## config.mk

```make
export PLATFORM = sky130hd
export DESIGN_NAME = piso_tx_sched
export DESIGN_NICKNAME = d
export VERILOG_FILES = /design/src/rtl/piso_pkg.sv /design/src/rtl/piso_tx_sched_rr_arb.sv /design/src/rtl/piso_tx_sched.sv
export SDC_FILE = /design/constraint.sdc
export NUM_CORES = 1
export LEC_CHECK = 0
export CAP_MARGIN = 20
export CORE_UTILIZATION = 39
export CTS_CLUSTER_DIAMETER = 60
export CTS_CLUSTER_SIZE = 25
export DETAILED_ROUTE_END_ITERATION = 16
export MAX_ROUTING_LAYER = met4
export PLACE_DENSITY_LB_ADDON = 0.1
export SLEW_MARGIN = 40
export SYNTH_ARGS = -nofsm -noshare
export SYNTH_HDL_FRONTEND = slang
export SYNTH_SLANG_ARGS = --single-unit
```

## constraint.sdc

```tcl
create_clock -name clk -period 1.66 [get_ports clk]
set_input_delay 0.249 -clock clk [delete_from_list [all_inputs] [get_ports clk]]
set_output_delay 0.249 -clock clk [all_outputs]
set_load 0.005 [all_outputs]
```

## src/rtl/piso_pkg.sv

```systemverilog
// Shared types for the PISO schedulers: frame FSM states and the PISO word width.
package piso_pkg;
  localparam int PISO_WIDTH = 4;
  typedef enum logic [1:0] {IDLE, SHIFT, GAP} piso_state_t;
endpackage

```

## src/rtl/piso_tx_sched_rr_arb.sv

```systemverilog
// Combinational round-robin pick: first asserted req at or after ptr, wrapping.
module rr_arb #(
  parameter  int N  = 2,
  localparam int IW = (N > 1) ? $clog2(N) : 1
) (
  input  logic [N-1:0]  req,
  input  logic [IW-1:0] ptr,
  output logic [N-1:0]  gnt,
  output logic [IW-1:0] gnt_idx,
  output logic          any
);
  logic [IW-1:0] idx;

  // Walk from farthest to nearest so the nearest valid index wins.
  always_comb begin
    idx     = '0;
    gnt_idx = '0;
    for (int k = N-1; k >= 0; k--) begin
      idx = IW'((int'(ptr) + k) % N);
      if (req[idx]) gnt_idx = idx;
    end
    any = |req;
    gnt = any ? (N'(1) << gnt_idx) : '0;
  end
endmodule

```

## src/rtl/piso_tx_sched.sv

```systemverilog
// Shares one PISO between N_REQ producers: round-robin grant, load, WIDTH shift
// cycles qualified by ser_valid/ser_id, then GAP idle cycles.
module piso_tx_sched #(
  parameter int WIDTH = piso_pkg::PISO_WIDTH,
  parameter int N_REQ = 2,
  parameter int GAP   = 1
) (
  input  logic                       clk,
  input  logic                       reset,
  input  logic [N_REQ-1:0]           req_valid,
  input  logic [N_REQ*WIDTH-1:0]     req_data,
  output logic [N_REQ-1:0]           req_ready,
  output logic                       piso_load,
  output logic [WIDTH-1:0]           piso_d,
  output logic                       ser_valid,
  output logic [$clog2(N_REQ)-1:0]   ser_id,
  output logic                       ser_last,
  output logic                       busy
);
  import piso_pkg::*;

  localparam int IW = $clog2(N_REQ);
  localparam int BW = $clog2(WIDTH);
  localparam int GW = 3;

  piso_state_t   state_q, state_d;
  logic [IW-1:0] rr_ptr_q, rr_ptr_d;
  logic [IW-1:0] owner_q, owner_d;
  logic [BW-1:0] bit_cnt_q, bit_cnt_d;
  logic [GW-1:0] gap_cnt_q, gap_cnt_d;
  logic [N_REQ-1:0] gnt;
  logic [IW-1:0]    gnt_idx;
  logic             any_req, grant, last_bit;

  rr_arb #(.N(N_REQ)) u_arb (
    .req     (req_valid),
    .ptr     (rr_ptr_q),
    .gnt     (gnt),
    .gnt_idx (gnt_idx),
    .any     (any_req)
  );

  // No accept while reset is high: a word taken then would be lost.
  assign grant    = (state_q == IDLE) && any_req && !reset;
  assign last_bit = (state_q == SHIFT) && (bit_cnt_q == BW'(WIDTH-1));

  always_ff @(posedge clk) begin
    if (reset) begin
      state_q   <= IDLE;
      rr_ptr_q  <= '0;
      owner_q   <= '0;
      bit_cnt_q <= '0;
      gap_cnt_q <= '0;
    end else begin
      state_q   <= state_d;
      rr_ptr_q  <= rr_ptr_d;
      owner_q   <= owner_d;
      bit_cnt_q <= bit_cnt_d;
      gap_cnt_q <= gap_cnt_d;
    end
  end

  always_comb begin
    state_d   = state_q;
    rr_ptr_d  = rr_ptr_q;
    owner_d   = owner_q;
    bit_cnt_d = bit_cnt_q;
    gap_cnt_d = gap_cnt_q;
    unique case (state_q)
      IDLE: begin
        if (grant) begin
          state_d   = SHIFT;
          owner_d   = gnt_idx;
          rr_ptr_d  = (gnt_idx == IW'(N_REQ-1)) ? '0 : gnt_idx + 1'b1;
          bit_cnt_d = '0;
        end
      end
      SHIFT: begin
        bit_cnt_d = bit_cnt_q + 1'b1;
        if (last_bit) begin
          state_d   = (GAP > 0) ? piso_pkg::GAP : IDLE;
          gap_cnt_d = '0;
        end
      end
      piso_pkg::GAP: begin
        gap_cnt_d = gap_cnt_q + 1'b1;
        if (gap_cnt_q == GW'(GAP-1)) state_d = IDLE;
      end
      default: state_d = IDLE;
    endcase
  end

  always_comb begin
    req_ready = grant ? gnt : '0;
    piso_load = grant;
    piso_d    = grant ? req_data[gnt_idx*WIDTH +: WIDTH] : '0;
    ser_valid = (state_q == SHIFT);
    ser_id    = ser_valid ? owner_q : '0;
    ser_last  = last_bit;
    busy      = (state_q != IDLE);
  end
endmodule
```

==> summary.md <==
| Metric | Value |
|---|---|
| Gate Count Post-Synth | `60` |
| CTS tree | `built` |
| Initial Util | `43.7%` |
| Rows | `12` |
| Synth area leader | `dfxtp_1` |
| CP Max Fanout | `5` |
| WL/cell | `12.9 um` |
| Area occupied by registers | `183 sq um` |
| Async set or reset register ratio after synthesis | `0%` |
| Die height | `38 um` |
| Largest net degree at the start of global routing | `10` |
| # hold bufs at CTS | `0` |
| Layout Area Growth over Synthesis | `72.3%` |
| Clock slew at reported path FFs | `0.07 ns` |
| Worst-margin pin slew | `0.302 ns` |
| Number of antenna diodes | `0` |
| Initial antenna violation count | `0` |
| Share of the synthesized area in the top cell type | `35.6%` |
| I/O Buffers | `22` |
| Flops & latches, synth | `9` |
| Grt ovf | `0` |
| I/O pin total | `23` |
| Layout Nets | `113` |
| Area taken by multi-input logic gates | `315 sq um` |
| NetSw | `0.000144 W` |
| Critical path class | `reg -> out` |
| Rel. slew slack | `79.4%` |
| Largest cells by area after synthesis | `dfxtp_1 (36%), ha_1 (7.4%), a22o_1 (6.9%), nor3_1 (5.0%), a21oi_1 (4.0%)` |
| Clk pwr share | `34.3%` |
| Die X | `38 um` |
| Cell Pwr Density | `613 nW/um^2` |
| Setup crit end kind | `primary output` |
| Post-Place Cells | `100` |
| Max Cap Viol | `0` |
| Post-synthesis cell type count | `24` |
| Int Pwr | `0.000389 W` |
| Static Leak | `0.423 nW` |
| GR Util All Layers | `20.2%` |
| Fin. Hold Viols | `0` |
| CP Launch Type | `flip-flop` |
| DR DRC count | `0` |
| Worst Hold Slack | `0.458 ns` |
| Clk root buf | `clkbuf_4` |
| Syn Nets | `75` |
| Via count | `571` |
| Crit path time final | `1.61 ns` |
| Logic pwr share | `22.1%` |
| Switch share | `27.1%` |
| Layout cell share with drive strength beyond 1 | `35.1%` |
| Layout Skew | `0.00114 ns` |
| Main flop type after synthesis | `dfxtp_1` |
| Core area | `1160 sq um` |
| Outcome | `complete, no violations` |
| Synth Warn # | `0` |
| Vias in the first global route | `496` |
| Register area share after synthesis | `35.6%` |
| Via-to-Cell Ratio | `5.14` |
| Critical path arrival | `1.36 ns` |
| Post-detail-place hpwl | `926 um` |
| CTS H-tree depth | `1` |
| Sequential power share | `43.6%` |
| Final Non-Filler Cells | `111` |
| Final setup vio count | `0` |
| CTS Sinks | `9` |
| Initial drt markers | `15` |
| Number of synthesized flops with an enable pin | `0` |
| RePlAce Congestion | `0.749` |
| WL final | `1.43 mm` |
| Pwr Total | `0.000534 W` |
| Maximum VDD drop | `539 uV` |
| Clock buffer depth | `2` |
| Fin crit share | `97.1%` |
| Fmax | `620 MHz` |
| RSZ-0062 raised after global routing | `true` |
| Synthesized area | `505 sq um` |
| DP Worst Slack | `-0.436 ns` |
| DRT antenna net count | `0` |
| Num CTS Buffers | `3` |
| Worst setup margin | `0.0476 ns` |
| Worst skew pair latency | `0.27 ns` |
| Synth Area per Inst | `8.42 sq um` |
| Commonest cells in the synthesized netlist | `dfxtp_1 (9), nand2_1 (5), nor3_1 (5)` |
| Fillers | `87` |
| Worst min path class | `reg -> reg` |
| First-pass GRT wire length | `1.96 mm` |
| TritonRoute pass-1 iters | `4` |
| Setup TNS | `0 ns` |
| Total die area | `1440 sq um` |
| Req. time, crit path | `1.41 ns` |
| Fin. max-slew vios | `0` |
| Count leader, synth | `dfxtp_1` |
-- cell usage in the layout (no fill, tap or decap), drive strengths merged --
cell           count
buf               19
dfxtp              9
clkdlybuf4s50      8
dlygate4sd2        8
nor3               5
nand2              5
a22o               4
a21oi              4
inv                4
clkbuf             4
nor2               3
nor2b              3
ha                 3
and3               2
o21ai              2
a21o               2
a2111oi            2
and2b              1
or2                1
nand2b             1
and2               1
o21ba              1
mux2i              1
xnor2              1
a211oi             1
clkinv             1
clkdlybuf4s15      1
-- metrics by stage --
step	instance area, sq um	utilization [%]
global route	871	75.3
finish	871	75.3
detailed placement	783	67.7
CTS	830	71.8
global placement	783	67.7
floorplan	505	-
-- metal layers --
layer / wire length [um] / global-route usage, %
met5: 0 / -
met3: 55 / 5.23
met4: 19 / 9.82
met1: 648 / 23.7
met2: 708 / 31.9
-- cell type report --
type,count,share of cell area (%)
Clock inverter,1,0.575
Inverter,4,1.72
Tap cell,14,2.01
Sequential cell,9,21.0
Clock buffer,3,2.59
Timing Repair Buffer,37,35.9
Multi-Input combinational cell,43,36.2
-- path summary, 6_finish.rpt --
kind,start,end,slack (ns),depth (start not counted)
setup / recovery,state_q[1]$_SDFFE_PP0P_,busy,0.05,4
hold / removal,owner_q$_SDFFE_PP0P_,owner_q$_SDFFE_PP0P_,0.46,1
setup reg to reg,state_q[1]$_SDFFE_PP0P_,owner_q$_SDFFE_PP0P_,0.33,5
hold reg to reg,owner_q$_SDFFE_PP0P_,owner_q$_SDFFE_PP0P_,0.46,1
-- worst max-delay path, stage by stage, from the launching register on --
cell	delay, ns
dfxtp_2	0.34
buf_6	0.12
or2_1	0.24
buf_4	0.14
dlygate4sd2_1	0.25
-- state kept, by name (all words and copies together) (netlist names) --
signal	count
bit_cnt_q	2
owner_q	1
gap_cnt_q	3
rr_ptr_q	1
state_q	2
-- kinds of logic (layout without fill, tap and decap cells) --
group / Yosys count / after routing / synth area share [%]
XOR/XNOR: 1 / 1 / 1.73
adder cells (fa/ha/maj): 3 / 3 / 7.43
flip-flops: 9 / 9 / 35.6
AND/OR/NAND/NOR: 22 / 22 / 22.3
AO/OA/AOI/OAI: 16 / 16 / 24.0
multiplexers: 1 / 1 / 1.98
buffers and inverters: 8 / 45 / 6.93
-- power groups by stage --
stage / sequential (W) / clock [W] / combinational [W]
3_3_place_gp: 0.000235 / 0 / 0.000113
3_5_place_dp: 0.000236 / 0 / 0.000114
4_1_cts: 0.000231 / 0.000182 / 0.000112
6_report: 0.000232 / 0.000183 / 0.000118
5_1_grt: 0.000233 / 0.000194 / 0.000128
2_1_floorplan: 0.000237 / 0 / 0.0000394
-- timing repair --
item | in CTS | in global routing
setup buffers | 4 | 3
endpoints found under the setup margin | 11 | 9
pin swaps | 3 | 5
resized for setup | 34 | 10
(Power assumes the default switching activity.)
